==> config.mk <==
export PLATFORM = sky130hd
export DESIGN_NAME = usb_desc_fetch
export DESIGN_NICKNAME = d
export VERILOG_FILES = /design/src/rtl/usb_desc_pkg.sv /design/src/rtl/usb_desc_lookup.sv /design/src/rtl/usb_desc_fetch.sv
export SDC_FILE = /design/constraint.sdc
export NUM_CORES = 1
export LEC_CHECK = 0
export ABC_AREA = 1
export ABC_CLOCK_PERIOD_IN_PS = 2500
export CORE_ASPECT_RATIO = 0.9
export CORE_UTILIZATION = 42
export CTS_CLUSTER_SIZE = 40
export DETAILED_ROUTE_END_ITERATION = 12
export PLACE_DENSITY = 0.88
export RECOVER_POWER = 100
export SLEW_MARGIN = 30
export SYNTH_ARGS = -nofsm -noshare
export SYNTH_HDL_FRONTEND = slang
export SYNTH_HIERARCHICAL = 1
export SYNTH_SLANG_ARGS = --single-unit
==> constraint.sdc <==
create_clock -name clk -period 2.5 [get_ports clk]
set_input_delay 0.625 -clock clk [delete_from_list [all_inputs] [get_ports clk]]
set_output_delay 0.625 -clock clk [all_outputs]
set_load 0.01 [all_outputs]
==> src/rtl/usb_desc_pkg.sv <==
// Shared constants for the EP0 GET_DESCRIPTOR fetch engine: descriptor
// type codes, the fetch FSM state encoding and a small min helper.
package usb_desc_pkg;

  localparam logic [7:0] DT_DEVICE = 8'h01;
  localparam logic [7:0] DT_CONFIG = 8'h02;
  localparam logic [7:0] DT_STRING = 8'h03;
  localparam logic [7:0] DT_QUAL   = 8'h06;
  localparam logic [7:0] DT_OSCFG  = 8'h07;
  localparam logic [7:0] DT_BOS    = 8'h0F;
  localparam logic [7:0] DT_HIDRPT = 8'h22;

  // String descriptor 0 (LANGID table) always holds exactly one language.
  localparam logic [15:0] LANG_LEN = 16'd4;

  typedef enum logic [1:0] {
    ST_IDLE    = 2'd0,
    ST_WAIT_IN = 2'd1,
    ST_SEND    = 2'd2,
    ST_STALL   = 2'd3
  } state_t;

  function automatic logic [15:0] min16(input logic [15:0] a, input logic [15:0] b);
    return (a < b) ? a : b;
  endfunction

endpackage

==> src/rtl/usb_desc_lookup.sv <==
// Combinational map from GET_DESCRIPTOR wValue (type/index) and link speed
// to descriptor {base, len, valid, osp}. USB_DESC_BOS_EN enables the BOS entry.
module usb_desc_lookup
  import usb_desc_pkg::*;
(
  input  logic [7:0]  desc_type,
  input  logic [7:0]  desc_index,
  input  logic        hs_mode,
  input  logic        have_strings,
  input  logic [15:0] dev_addr,
  input  logic [15:0] dev_len,
  input  logic [15:0] qual_addr,
  input  logic [15:0] qual_len,
  input  logic [15:0] fscfg_addr,
  input  logic [15:0] fscfg_len,
  input  logic [15:0] hscfg_addr,
  input  logic [15:0] hscfg_len,
  input  logic [15:0] hidrpt_addr,
  input  logic [15:0] hidrpt_len,
  input  logic [15:0] bos_addr,
  input  logic [15:0] bos_len,
  input  logic [15:0] strlang_addr,
  input  logic [15:0] strvendor_addr,
  input  logic [15:0] strvendor_len,
  input  logic [15:0] strproduct_addr,
  input  logic [15:0] strproduct_len,
  input  logic [15:0] strserial_addr,
  input  logic [15:0] strserial_len,
  output logic [15:0] base,
  output logic [15:0] len,
  output logic        valid,
  output logic        osp
);

`ifndef USB_DESC_BOS_EN
  logic unused_bos_s;
  assign unused_bos_s = ^{bos_addr, bos_len};
`endif

  // Select the descriptor entry; anything unmatched answers invalid (STALL).
  always_comb begin
    base  = 16'd0;
    len   = 16'd0;
    valid = 1'b0;
    osp   = 1'b0;
    case (desc_type)
      DT_DEVICE: begin base = dev_addr;    len = dev_len;    valid = 1'b1; end
      DT_QUAL:   begin base = qual_addr;   len = qual_len;   valid = 1'b1; end
      DT_HIDRPT: begin base = hidrpt_addr; len = hidrpt_len; valid = 1'b1; end
      DT_CONFIG: begin
        if (hs_mode) begin base = hscfg_addr; len = hscfg_len; end
        else begin base = fscfg_addr; len = fscfg_len; end
        valid = 1'b1;
      end
      // Other-speed config: the opposite speed's body, byte 1 patched later.
      DT_OSCFG: begin
        if (hs_mode) begin base = fscfg_addr; len = fscfg_len; end
        else begin base = hscfg_addr; len = hscfg_len; end
        valid = 1'b1;
        osp   = 1'b1;
      end
      DT_BOS: begin
`ifdef USB_DESC_BOS_EN
        base  = bos_addr;
        len   = bos_len;
        valid = 1'b1;
`else
        valid = 1'b0;
`endif
      end
      DT_STRING: begin
        if (!have_strings) begin
          valid = 1'b0;
        end else begin
          case (desc_index)
            8'd0: begin base = strlang_addr;    len = LANG_LEN;       valid = 1'b1; end
            8'd1: begin base = strvendor_addr;  len = strvendor_len;  valid = 1'b1; end
            8'd2: begin base = strproduct_addr; len = strproduct_len; valid = 1'b1; end
            8'd3: begin base = strserial_addr;  len = strserial_len;  valid = 1'b1; end
            default: valid = 1'b0;
          endcase
        end
      end
      default: valid = 1'b0;
    endcase
  end

endmodule

==> src/rtl/usb_desc_fetch.sv <==
// EP0 descriptor fetch engine: serves GET_DESCRIPTOR data from a descriptor
// ROM in MAX_PKT-sized IN packets, with ZLP and STALL handling.
// Optional feature macro: USB_DESC_BOS_EN (serve BOS descriptor, type 0x0F).
module usb_desc_fetch
  import usb_desc_pkg::*;
#(
  parameter int MAX_PKT = 64
) (
  input  logic        clk,
  input  logic        rst_n,
  input  logic        req_valid,
  input  logic [7:0]  req_type,
  input  logic [7:0]  req_index,
  input  logic [15:0] req_wlength,
  input  logic        hs_mode,
  input  logic        abort,
  input  logic        in_tok,
  output logic [7:0]  tx_data,
  output logic        tx_valid,
  output logic        tx_last,
  output logic        tx_zlp,
  input  logic        tx_ready,
  output logic        stall,
  output logic        busy,
  output logic [15:0] descrom_raddr_o,
  input  logic [7:0]  descrom_rdata_i,
  input  logic [15:0] desc_dev_addr_i,
  input  logic [15:0] desc_dev_len_i,
  input  logic [15:0] desc_qual_addr_i,
  input  logic [15:0] desc_qual_len_i,
  input  logic [15:0] desc_fscfg_addr_i,
  input  logic [15:0] desc_fscfg_len_i,
  input  logic [15:0] desc_hscfg_addr_i,
  input  logic [15:0] desc_hscfg_len_i,
  input  logic [15:0] desc_hidrpt_addr_i,
  input  logic [15:0] desc_hidrpt_len_i,
  input  logic [15:0] desc_bos_addr_i,
  input  logic [15:0] desc_bos_len_i,
  input  logic [15:0] desc_strvendor_addr_i,
  input  logic [15:0] desc_strvendor_len_i,
  input  logic [15:0] desc_strproduct_addr_i,
  input  logic [15:0] desc_strproduct_len_i,
  input  logic [15:0] desc_strserial_addr_i,
  input  logic [15:0] desc_strserial_len_i,
  input  logic [15:0] desc_oscfg_addr_i,
  input  logic [15:0] desc_strlang_addr_i,
  input  logic        desc_have_strings_i
);

  localparam logic [15:0] PKT_MASK = 16'(MAX_PKT - 1);
  localparam logic [6:0]  PKT_LAST = 7'(MAX_PKT - 1);

  state_t      state_r, state_n;
  logic [15:0] base_r, base_n, total_r, total_n, wlen_r, wlen_n, offset_r, offset_n;
  logic [6:0]  pkt_r, pkt_n;
  logic        osp_r, osp_n;
  logic [7:0]  data_r, data_n;
  logic        valid_r, valid_n, last_r, last_n, zlp_r, zlp_n, stall_r, busy_r;
  logic [15:0] lk_base_s, lk_len_s;
  logic        lk_valid_s, lk_osp_s, need_zlp_s, last_at_s;

  usb_desc_lookup u_lookup (
    .desc_type       (req_type),
    .desc_index      (req_index),
    .hs_mode         (hs_mode),
    .have_strings    (desc_have_strings_i),
    .dev_addr        (desc_dev_addr_i),
    .dev_len         (desc_dev_len_i),
    .qual_addr       (desc_qual_addr_i),
    .qual_len        (desc_qual_len_i),
    .fscfg_addr      (desc_fscfg_addr_i),
    .fscfg_len       (desc_fscfg_len_i),
    .hscfg_addr      (desc_hscfg_addr_i),
    .hscfg_len       (desc_hscfg_len_i),
    .hidrpt_addr     (desc_hidrpt_addr_i),
    .hidrpt_len      (desc_hidrpt_len_i),
    .bos_addr        (desc_bos_addr_i),
    .bos_len         (desc_bos_len_i),
    .strlang_addr    (desc_strlang_addr_i),
    .strvendor_addr  (desc_strvendor_addr_i),
    .strvendor_len   (desc_strvendor_len_i),
    .strproduct_addr (desc_strproduct_addr_i),
    .strproduct_len  (desc_strproduct_len_i),
    .strserial_addr  (desc_strserial_addr_i),
    .strserial_len   (desc_strserial_len_i),
    .base            (lk_base_s),
    .len             (lk_len_s),
    .valid           (lk_valid_s),
    .osp             (lk_osp_s)
  );

  // offset_r always names the next byte to fetch; byte 1 of other-speed config is patched.
  assign descrom_raddr_o = (osp_r && (offset_r == 16'd1)) ? desc_oscfg_addr_i : (base_r + offset_r);
  // A short host read that ended exactly on a packet boundary needs a ZLP.
  assign need_zlp_s = (total_r != 16'd0) && ((total_r & PKT_MASK) == 16'd0) && (total_r < wlen_r);
  assign last_at_s  = (offset_r == (total_r - 16'd1));

  // Next-state and next-output logic.
  always_comb begin
    state_n  = state_r;
    base_n   = base_r;
    total_n  = total_r;
    wlen_n   = wlen_r;
    offset_n = offset_r;
    pkt_n    = pkt_r;
    osp_n    = osp_r;
    data_n   = data_r;
    valid_n  = valid_r;
    last_n   = last_r;
    zlp_n    = 1'b0;
    if (abort) begin
      state_n  = ST_IDLE;
      valid_n  = 1'b0;
      last_n   = 1'b0;
      offset_n = 16'd0;
    end else begin
      case (state_r)
        ST_IDLE: begin
          if (req_valid && lk_valid_s) begin
            base_n   = lk_base_s;
            total_n  = min16(req_wlength, lk_len_s);
            wlen_n   = req_wlength;
            osp_n    = lk_osp_s;
            offset_n = 16'd0;
            state_n  = ST_WAIT_IN;
          end else if (req_valid) begin
            state_n = ST_STALL;
          end else begin
            state_n = ST_IDLE;
          end
        end
        ST_WAIT_IN: begin
          if (in_tok && (offset_r == total_r)) begin
            zlp_n   = 1'b1;
            state_n = ST_IDLE;
          end else if (in_tok) begin
            data_n   = descrom_rdata_i;
            valid_n  = 1'b1;
            pkt_n    = 7'd0;
            last_n   = last_at_s;
            offset_n = offset_r + 16'd1;
            state_n  = ST_SEND;
          end else begin
            state_n = ST_WAIT_IN;
          end
        end
        ST_SEND: begin
          if (tx_ready && last_r) begin
            valid_n = 1'b0;
            last_n  = 1'b0;
            state_n = ((offset_r < total_r) || need_zlp_s) ? ST_WAIT_IN : ST_IDLE;
          end else if (tx_ready) begin
            data_n   = descrom_rdata_i;
            pkt_n    = pkt_r + 7'd1;
            last_n   = ((pkt_r + 7'd1) == PKT_LAST) || last_at_s;
            offset_n = offset_r + 16'd1;
          end else begin
            state_n = ST_SEND;
          end
        end
        ST_STALL: state_n = ST_STALL;
        default:  state_n = ST_IDLE;
      endcase
    end
  end

  // FSM state register.
  always_ff @(posedge clk or negedge rst_n) begin
    if (!rst_n) state_r <= ST_IDLE;
    else        state_r <= state_n;
  end

  // Datapath and registered outputs.
  always_ff @(posedge clk or negedge rst_n) begin
    if (!rst_n) begin
      base_r   <= 16'd0;
      total_r  <= 16'd0;
      wlen_r   <= 16'd0;
      offset_r <= 16'd0;
      pkt_r    <= 7'd0;
      osp_r    <= 1'b0;
      data_r   <= 8'd0;
      valid_r  <= 1'b0;
      last_r   <= 1'b0;
      zlp_r    <= 1'b0;
      stall_r  <= 1'b0;
      busy_r   <= 1'b0;
    end else begin
      base_r   <= base_n;
      total_r  <= total_n;
      wlen_r   <= wlen_n;
      offset_r <= offset_n;
      pkt_r    <= pkt_n;
      osp_r    <= osp_n;
      data_r   <= data_n;
      valid_r  <= valid_n;
      last_r   <= last_n;
      zlp_r    <= zlp_n;
      stall_r  <= (state_n == ST_STALL);
      busy_r   <= (state_n != ST_IDLE);
    end
  end

  assign tx_data  = data_r;
  assign tx_valid = valid_r;
  assign tx_last  = last_r;
  assign tx_zlp   = zlp_r;
  assign stall    = stall_r;
  assign busy     = busy_r;

endmodule

==> metrics.csv, run 1 <==
stage;metric;value;unit
sta;final hold viol count;0;
setup_path;Setup crit end kind;register;
synthesis;Post-synth ARST share;1.00;
synthesis;Syn Nets;2251;
clock_network;CTS Root Cell;clkbuf_16;
synthesis;largest area contributor in the netlist;nand2_1;
synthesis;sequential fraction of the synthesis area;0.207;
final_layout;most frequent cells in the layout;nand2_1 (540), clkdlybuf4s50_1 (316), nand3_1 (205);
power_and_ir_drop;peak supply drop;0.371;mV
synthesis;Post-synth EDFFs;0;
die;die width;169;µm
sta;Final setup viols;80;
status;violated checks;setup timing;
clock_network;CTS tree;yes;
die;Row Count;54;
setup_path;Data arrival, critical path;3270;ps
placement;DP HPWL;36000;µm
global_route;first-pass GRT wire length;75300;µm
routing;number of remaining DRC errors;0;
synthesis;syn avg cell area;5.81;µm²
sta;Relative slew margins;0.261;
final_layout;most common cell after layout, fill and taps aside;nand2_1;
routing;vias per cell;5.73;
power_and_ir_drop;Int Power;4.14;mW
global_route;largest net degree at the start of global routing;65;
routing;Total Wirelength;55200;µm
setup_path;crit path max fanout;8;
global_route;initial antenna violation count;2;
die;Core Region;0.0244;mm²
routing;DRT antenna net count;0;
synthesis;Main synth FF type;dfrtp_1;
final_layout;Final #Nets;2823;
synthesis;Synth warnings;6;
die;IO Count;397;
final_layout;Post-Layout Cell Count;2727;
clock_network;CTS Buf Count;9;
synthesis;Cell Area, Synth;0.0105;mm²
hold_path;HP Class;input port to async pin;
final_layout;Layout Area Growth over Synthesis;78.0;%
synthesis;synth unique cells;50;
routing;Initial DRC Count;1980;
global_route;GRT Overall Usage;0.372;
clock_network;Clock Path Buffers;2;
power_and_ir_drop;part of the power in the clock network;0.241;
clock_network;hold buffers post-CTS;0;
routing;drt first pass iters;8;
synthesis;top cell type's share of synthesized area;0.228;
clock_network;CTS Sinks;87;
synthesis;Synth area leaders;nand2_1 (23%), dfrtp_1 (21%), nand3_1 (12%);
routing;post-DR wirelength/cell;20.2;µm
clock_network;clk_lat worst skew;360;ps
sta;Final Slew Violations;0;
flow_run;MaxCap Viol Count;0;
placement;Post-Place Cells;2617;
clock_network;H-tree Lvls;3;
sta;clock skew;9.60;ps
power_and_ir_drop;switching power;2.61;mW
setup_path;CP required;2740;ps
power_and_ir_drop;Lkg Pwr;9.15;nW
sta;maximum operating frequency;330;MHz
sta;setup ws final;-530;ps
sta;Period Utilization, post-route;1.21;
clock_network;clock transition at the registers of the reported paths;70;ps
status;status;finished, violations left;
sta;RSZ-0062 raised after global routing;yes;
power_and_ir_drop;power share of the combinational group;0.488;
global_route;GRT Residual Overflow;0;
setup_path;CP Class;input port to register;
power_and_ir_drop;overall power;6.74;mW
global_route;number of global-route vias before repair;14200;
power_and_ir_drop;sw frac;0.387;
setup_path;startpoint types;input port;
die;Die ar.;0.0257;mm²
placement;Routability Congestion;1.02;
sta;worst slew pin tran;1110;ps
sta;Tmin final;3030;ps
die;die height;152;µm
synthesis;post-synthesis register bit count;87;
final_layout;Fillers;1608;
die;Initial Util;0.431;
routing;vias post-DR;15600;
power_and_ir_drop;Power Density;360;mW/mm²
power_and_ir_drop;sequential share of power;0.270;
placement;IO Port Bufs;364;
final_layout;layout cells sized above 1;0.288;
synthesis;Mapped Cells;1812;
## power by group through the flow
stage	registers, mW	logic, mW	clock network (mW)
2_1_floorplan	1.82	1.21	0
3_3_place_gp	1.80	2.43	0
3_5_place_dp	1.82	2.51	0
4_1_cts	1.80	2.81	1.58
5_1_grt	1.83	3.49	1.69
6_report	1.82	3.29	1.63
## Yosys cell counts, types with 4 or more instances
| master | number |
|---|---|
| a21oi_1 | 82 |
| nor4_1 | 4 |
| buf_2 | 35 |
| nand2_2 | 10 |
| o21ai_0 | 79 |
| xnor2_1 | 10 |
| nand3_2 | 4 |
| o21ai_1 | 11 |
| nor2_1 | 161 |
| nand4_1 | 13 |
| inv_2 | 9 |
| nor3_1 | 12 |
| xor2_1 | 16 |
| clkbuf_1 | 23 |
| nand3b_1 | 4 |
| nor2_4 | 12 |
| inv_1 | 202 |
| nand2_1 | 639 |
| buf_4 | 7 |
| o22ai_1 | 5 |
| a21oi_2 | 4 |
| o21bai_1 | 19 |
| ha_1 | 70 |
| dfrtp_1 | 87 |
| nor2_2 | 11 |
| nand3_1 | 243 |
## kinds of logic after synthesis
family,Yosys count,synth area share
AOI/OAI and AO/OA,216,0.114
xor gates and xnor gates,26,0.0216
adders and majority gates,71,0.0851
buffers and inverters,286,0.112
DFF,87,0.207
and+or+nand+nor,1126,0.461
## flip-flops by register name (all words and copies together), names as in the netlist, 2 cells and up
| register | count |
|---|---|
| base_r | 16 |
| offset_r | 16 |
| pkt_r | 7 |
| state_r | 2 |
| total_r | 16 |
| tx_data | 8 |
| wlen_r | 16 |
## final timing paths
check                      slack, ps  depth (start not counted)         from     endpoint
max                             -530                         24  req_type[7]   total_r[9]
min                              470                          1        rst_n   tx_data[5]
max reg2reg                     -180                         13   total_r[4]  offset_r[5]
min reg2reg                      490                          2     tx_valid     tx_valid
max in group asynchronous        270                          2        rst_n    base_r[6]
min in group clk                 490                          2     tx_valid     tx_valid
## final cells by class
type                       instances  area [µm²]  share of cell area
tap                              336         420              0.0224
clock inverter                     7         120             0.00641
timing repair buffer             630        6200               0.331
clock buffer                       9         225              0.0120
inverter                         215         843              0.0450
sequential                        87        2180               0.117
timing repair inverter             2        32.5             0.00174
antenna                            2        5.00            0.000267
multi-input combinational       1439        8700               0.464
## repair_timing
action | 4_1_cts | 5_1_grt
endpoints found under the setup margin | 84 | 77
setup buffers | 67 | 32
gates resized for setup | 377 | 253
cloned | 8 | 9
endpoints found under the hold margin | 0 | 0
pin swaps | 88 | 126
## routing by layer
layer	GRT usage	routed length [µm]	vias to the layer above
li1	-	-	6937
met1	0.457	19700	7147
met2	0.634	25600	1182
met3	0.0442	5840	353
met4	0.200	4110	0
met5	0	0	-
## per-stage QoR
stage / setup TNS, ps / cell area [µm²] / hold slack, ps / util / setup slack [ps]
5_1_grt: -27690 / 18700 / 505 / 0.768 / -626
6_report: -18050 / 18700 / 469 / 0.768 / -530
2_1_floorplan: -3850 / 10600 / 329 / - / -241
3_5_place_dp: -60400 / 15800 / 472 / 0.647 / -1050
4_1_cts: -8480 / 17700 / 286 / 0.724 / -436
3_3_place_gp: -58120 / 15800 / 463 / 0.647 / -975
## worst max-delay path, cell delays in order
cell      delay [ps]
buf_6             90
nor2_4           130
nand3_4          110
buf_6            150
buf_6            110
nor2_4           110
buf_6            160
buf_12           110
nand2_1           40
nand3_1           80
nor2_1            60
nand2_1           70
inv_2             60
ha_4             250
a21oi_2          140
o21a_1           150
nand2_1           70
nand2_2           90
nand2_4           80
buf_6            150
buf_16           150
buf_12           130
nor2_4            70
o21bai_1          70
Note: power is estimated with default switching activity, not from simulation.
==> run 2: changes to the inputs <==
--- a/config.mk
+++ b/config.mk
@@ -7,11 +7,14 @@
 export LEC_CHECK = 0
 export ABC_AREA = 1
 export ABC_CLOCK_PERIOD_IN_PS = 2500
+export CELL_PAD_IN_SITES_DETAIL_PLACEMENT = 0
+export CELL_PAD_IN_SITES_GLOBAL_PLACEMENT = 1
 export CORE_ASPECT_RATIO = 0.9
-export CORE_UTILIZATION = 42
+export CORE_UTILIZATION = 27
 export CTS_CLUSTER_SIZE = 40
 export DETAILED_ROUTE_END_ITERATION = 12
-export PLACE_DENSITY = 0.88
+export GPL_ROUTABILITY_DRIVEN = 0
+export PLACE_DENSITY = 0.86
 export RECOVER_POWER = 100
 export SLEW_MARGIN = 30
 export SYNTH_ARGS = -nofsm -noshare
==> run 2 against run 1 <==
  * The run still ends with setup timing left
  * Fmax increased by 3.9%
  * Power down 11%
  * Register-to-register slack better by 60 ps
  * Highest routed layer unchanged
==> metrics.csv, run 2 (same netlist as run 1, synthesis figures left out) <==
stage;metric;value;unit;change
status;status;finished, violations left;;unchanged
status;violated checks;setup timing;;unchanged
sta;Final setup viols;72;;was 80
setup_path;crit path to;descrom_raddr_o[8];;was total_r[9]
routing;post-DR wirelength/cell;17.1;µm;was 20.2 µm
setup_path;Data arrival, critical path;2290;ps;was 3270 ps
final_layout;layout cells sized above 1;0.266;;was 0.288
routing;vias post-DR;14100;;was 15,600
clock_network;clock transition at the registers of the reported paths;60;ps;was 70 ps
final_layout;Fillers;3789;;was 1,608
sta;Relative slew margins;0.181;;was 0.261
clock_network;CTS tree;yes;;unchanged
routing;vias per cell;4.80;;was 5.73
setup_path;critical path startpoint;base_r[0];;was req_type[7]
placement;IO Port Bufs;364;;unchanged
placement;DP HPWL;39700;µm;was 36,000 µm
sta;worst slew pin tran;1230;ps;was 1110 ps
sta;RSZ-0062 raised after global routing;yes;;unchanged
sta;Period Utilization, post-route;1.17;;was 1.21
setup_path;crit path max fanout;2;;was 8
setup_path;Buf/Inv on CP;3;;was 9
global_route;met3 usage;0.0312;;was 0.0442
global_route;largest net degree at the start of global routing;88;;was 65
setup_path;CP cell instances;ha_2 -> inv_2 -> fa_2 -> o21ai_2 -> a21boi_2 -> buf_4 -> nor2_4 -> nor2_2 -> xor2_1 -> o21ai_1 -> buf_2;;was buf_6 -> nor2_4 -> nand3_4 -> buf_6 -> buf_6 -> nor2_4 -> buf_6 -> buf_12 -> nand2_1 -> nand3_1 -> nor2_1 -> nand2_1 -> inv_2 -> ha_4 -> a21oi_2 -> o21a_1 -> nand2_1 -> nand2_2 -> nand2_4 -> buf_6 -> buf_16 -> buf_12 -> nor2_4 -> o21bai_1
sta;maximum operating frequency;343;MHz;was 330 MHz
setup_path;R2R depth;12;;was 13
die;Die ar.;0.0398;mm²;was 0.0257 mm²
die;die width;210;µm;was 169 µm
die;IO Count;397;;unchanged
sta;Final Slew Violations;0;;unchanged
final_layout;design area;0.0187;mm²;about the same
hold_path;HP Class;register to register;;was input port to async pin
global_route;GRT Overall Usage;0.244;;was 0.372
die;Core Region;0.0384;mm²;was 0.0244 mm²
routing;Total Wirelength;50100;µm;was 55,200 µm
global_route;GRT Residual Overflow;0;;unchanged
final_layout;most common cell after layout, fill and taps aside;nand2_1;;unchanged
global_route;first-pass GRT wire length;75500;µm;was 75,300 µm
sta;Tmin final;2920;ps;was 3030 ps
power_and_ir_drop;Lkg Pwr;8.92;nW;was 9.15 nW
clock_network;CTS Root Cell;clkbuf_16;;unchanged
setup_path;Setup crit end kind;output pin;;was register
power_and_ir_drop;peak supply drop;0.355;mV;was 0.371 mV
routing;Initial DRC Count;784;;was 1,980
placement;Area after DPL;0.0162;mm²;was 0.0158 mm²
clock_network;clk_lat worst skew;350;ps;was 360 ps
setup_path;R2R Path End;offset_r[10];;was offset_r[5]
power_and_ir_drop;Power Density;320;mW/mm²;was 360 mW/mm²
setup_path;critical path depth in cells;11;;was 24
clock_network;hold buffers post-CTS;0;;unchanged
routing;number of remaining DRC errors;0;;unchanged
flow_run;MaxCap Viol Count;0;;unchanged
final_layout;Final #Nets;2836;;was 2,823
global_route;met2 Use GR;0.435;;was 0.634
final_layout;Layout Area Growth over Synthesis;77.7;%;was 78.0%
clock_network;CTS Sinks;87;;unchanged
global_route;gr busiest metal;met2;;unchanged
routing;DRT antenna net count;0;;unchanged
clock_network;H-tree Lvls;3;;unchanged
setup_path;reg2reg setup slack;-120;ps;was -180 ps
routing;drt first pass iters;6;;was 8
placement;setup slack at placement;-1100;ps;was -1050 ps
sta;final hold viol count;0;;unchanged
setup_path;slowest stage delay, CP;370;ps;was 250 ps
clock_network;CTS Buf Count;9;;unchanged
sta;clock skew;6.26;ps;was 9.60 ps
setup_path;CP delay by family, top;adder cells;;was buffers and inverters
final_layout;most frequent cells in the layout;nand2_1 (574), clkdlybuf4s50_1 (317), nand3_1 (213);;was nand2_1 (540), clkdlybuf4s50_1 (316), nand3_1 (205)
global_route;met1 usage;0.294;;was 0.457
setup_path;origin of the critical flop-to-flop path;offset_r[7];;was total_r[4]
die;Initial Util;0.274;;was 0.431
setup_path;startpoint types;register;;was input port
setup_path;CP required;1880;ps;was 2740 ps
die;die height;189;µm;was 152 µm
setup_path;crit path max-delay cell type;dfrtp_1;;was ha_4
die;Row Count;68;;was 54
setup_path;CP Class;register to output pin;;was input port to register
global_route;initial antenna violation count;4;;was 2
sta;setup ws final;-418;ps;was -530 ps
clock_network;Clock Path Buffers;2;;unchanged
global_route;number of global-route vias before repair;13800;;was 14,200
## run 2: power by group
group / switching (mW) / leakage [nW] / internal [mW]
clock network: 0.565 / 0.139 / 0.770
logic: 1.43 / 7.74 / 1.41
registers: 0.184 / 1.04 / 1.62
total: 2.18 / 8.92 / 3.80
## run 2: worst reg2reg max path, cell delays in order (launching register included)
cell and delay, ps:
dfrtp_1 450, buf_6 160, buf_4 150, ha_1 300
nand2_1 90, nor3_2 150, nand2_1 90, nor2_1 290
nand3_1 270, nand2_4 210, buf_6 160, o21ai_2 50
a21boi_2 140
## run 2: worst min-delay path by stage
stage | end | cells past startpoint | startpoint | slack (ps)
2_1_floorplan | base_r[0] | 0 | rst_n | 330
3_5_place_dp | tx_data[1] | 2 | tx_data[1] | 470
6_report | tx_data[1] | 2 | tx_data[1] | 480
3_3_place_gp | tx_data[6] | 2 | tx_data[6] | 460
5_1_grt | tx_data[6] | 2 | tx_data[6] | 500
4_1_cts | tx_last | 2 | rst_n | 320
## run 2: per-stage QoR
step,hold WS (ps),TNS [ps],power (mW),std cells,util
finish,475,-12180,5.98,2930,0.487
global route,500,-21810,6.37,2930,0.487
CTS,322,-7570,5.87,2898,0.466
detailed placement,472,-59300,4.36,2825,0.422
global placement,463,-56410,4.30,2825,0.422
floorplan,329,-3850,3.03,1812,-
## run 2: layout make-up
| cell class | count | area [µm²] | area share |
|---|---|---|---|
| Antenna cell | 4 | 10.0 | 0.000535 |
| Clock inverter | 5 | 60.1 | 0.00321 |
| Sequential cell | 87 | 2190 | 0.117 |
| Clock buffer | 10 | 229 | 0.0122 |
| Inverter | 215 | 870 | 0.0465 |
| Tap cell | 525 | 657 | 0.0351 |
| Multi-Input combinational cell | 1439 | 8410 | 0.450 |
| Timing Repair Buffer | 645 | 6280 | 0.336 |
## run 2: layer usage
layer | share of wire | up-vias
met5 | 0 | -
met4 | 0.043 | 0
met3 | 0.052 | 106
met2 | 0.49 | 480
met1 | 0.41 | 6511
li1 | - | 6969
## run 2: what timing repair did
item,4_1_cts,5_1_grt
buffers inserted,54,36
gates resized for setup,348,183
endpoints found under the setup margin,84,81
pin swaps,78,96
gates cloned,6,3
==> run 3: changes to the inputs <==
--- a/config.mk
+++ b/config.mk
@@ -7,6 +7,7 @@
 export LEC_CHECK = 0
 export ABC_AREA = 1
 export ABC_CLOCK_PERIOD_IN_PS = 2500
+export CAP_MARGIN = 20
 export CELL_PAD_IN_SITES_DETAIL_PLACEMENT = 0
 export CELL_PAD_IN_SITES_GLOBAL_PLACEMENT = 1
 export CORE_ASPECT_RATIO = 0.9
==> results of run 3 <==
No change in the layout: final DEF, timing and power equal those of run 2.
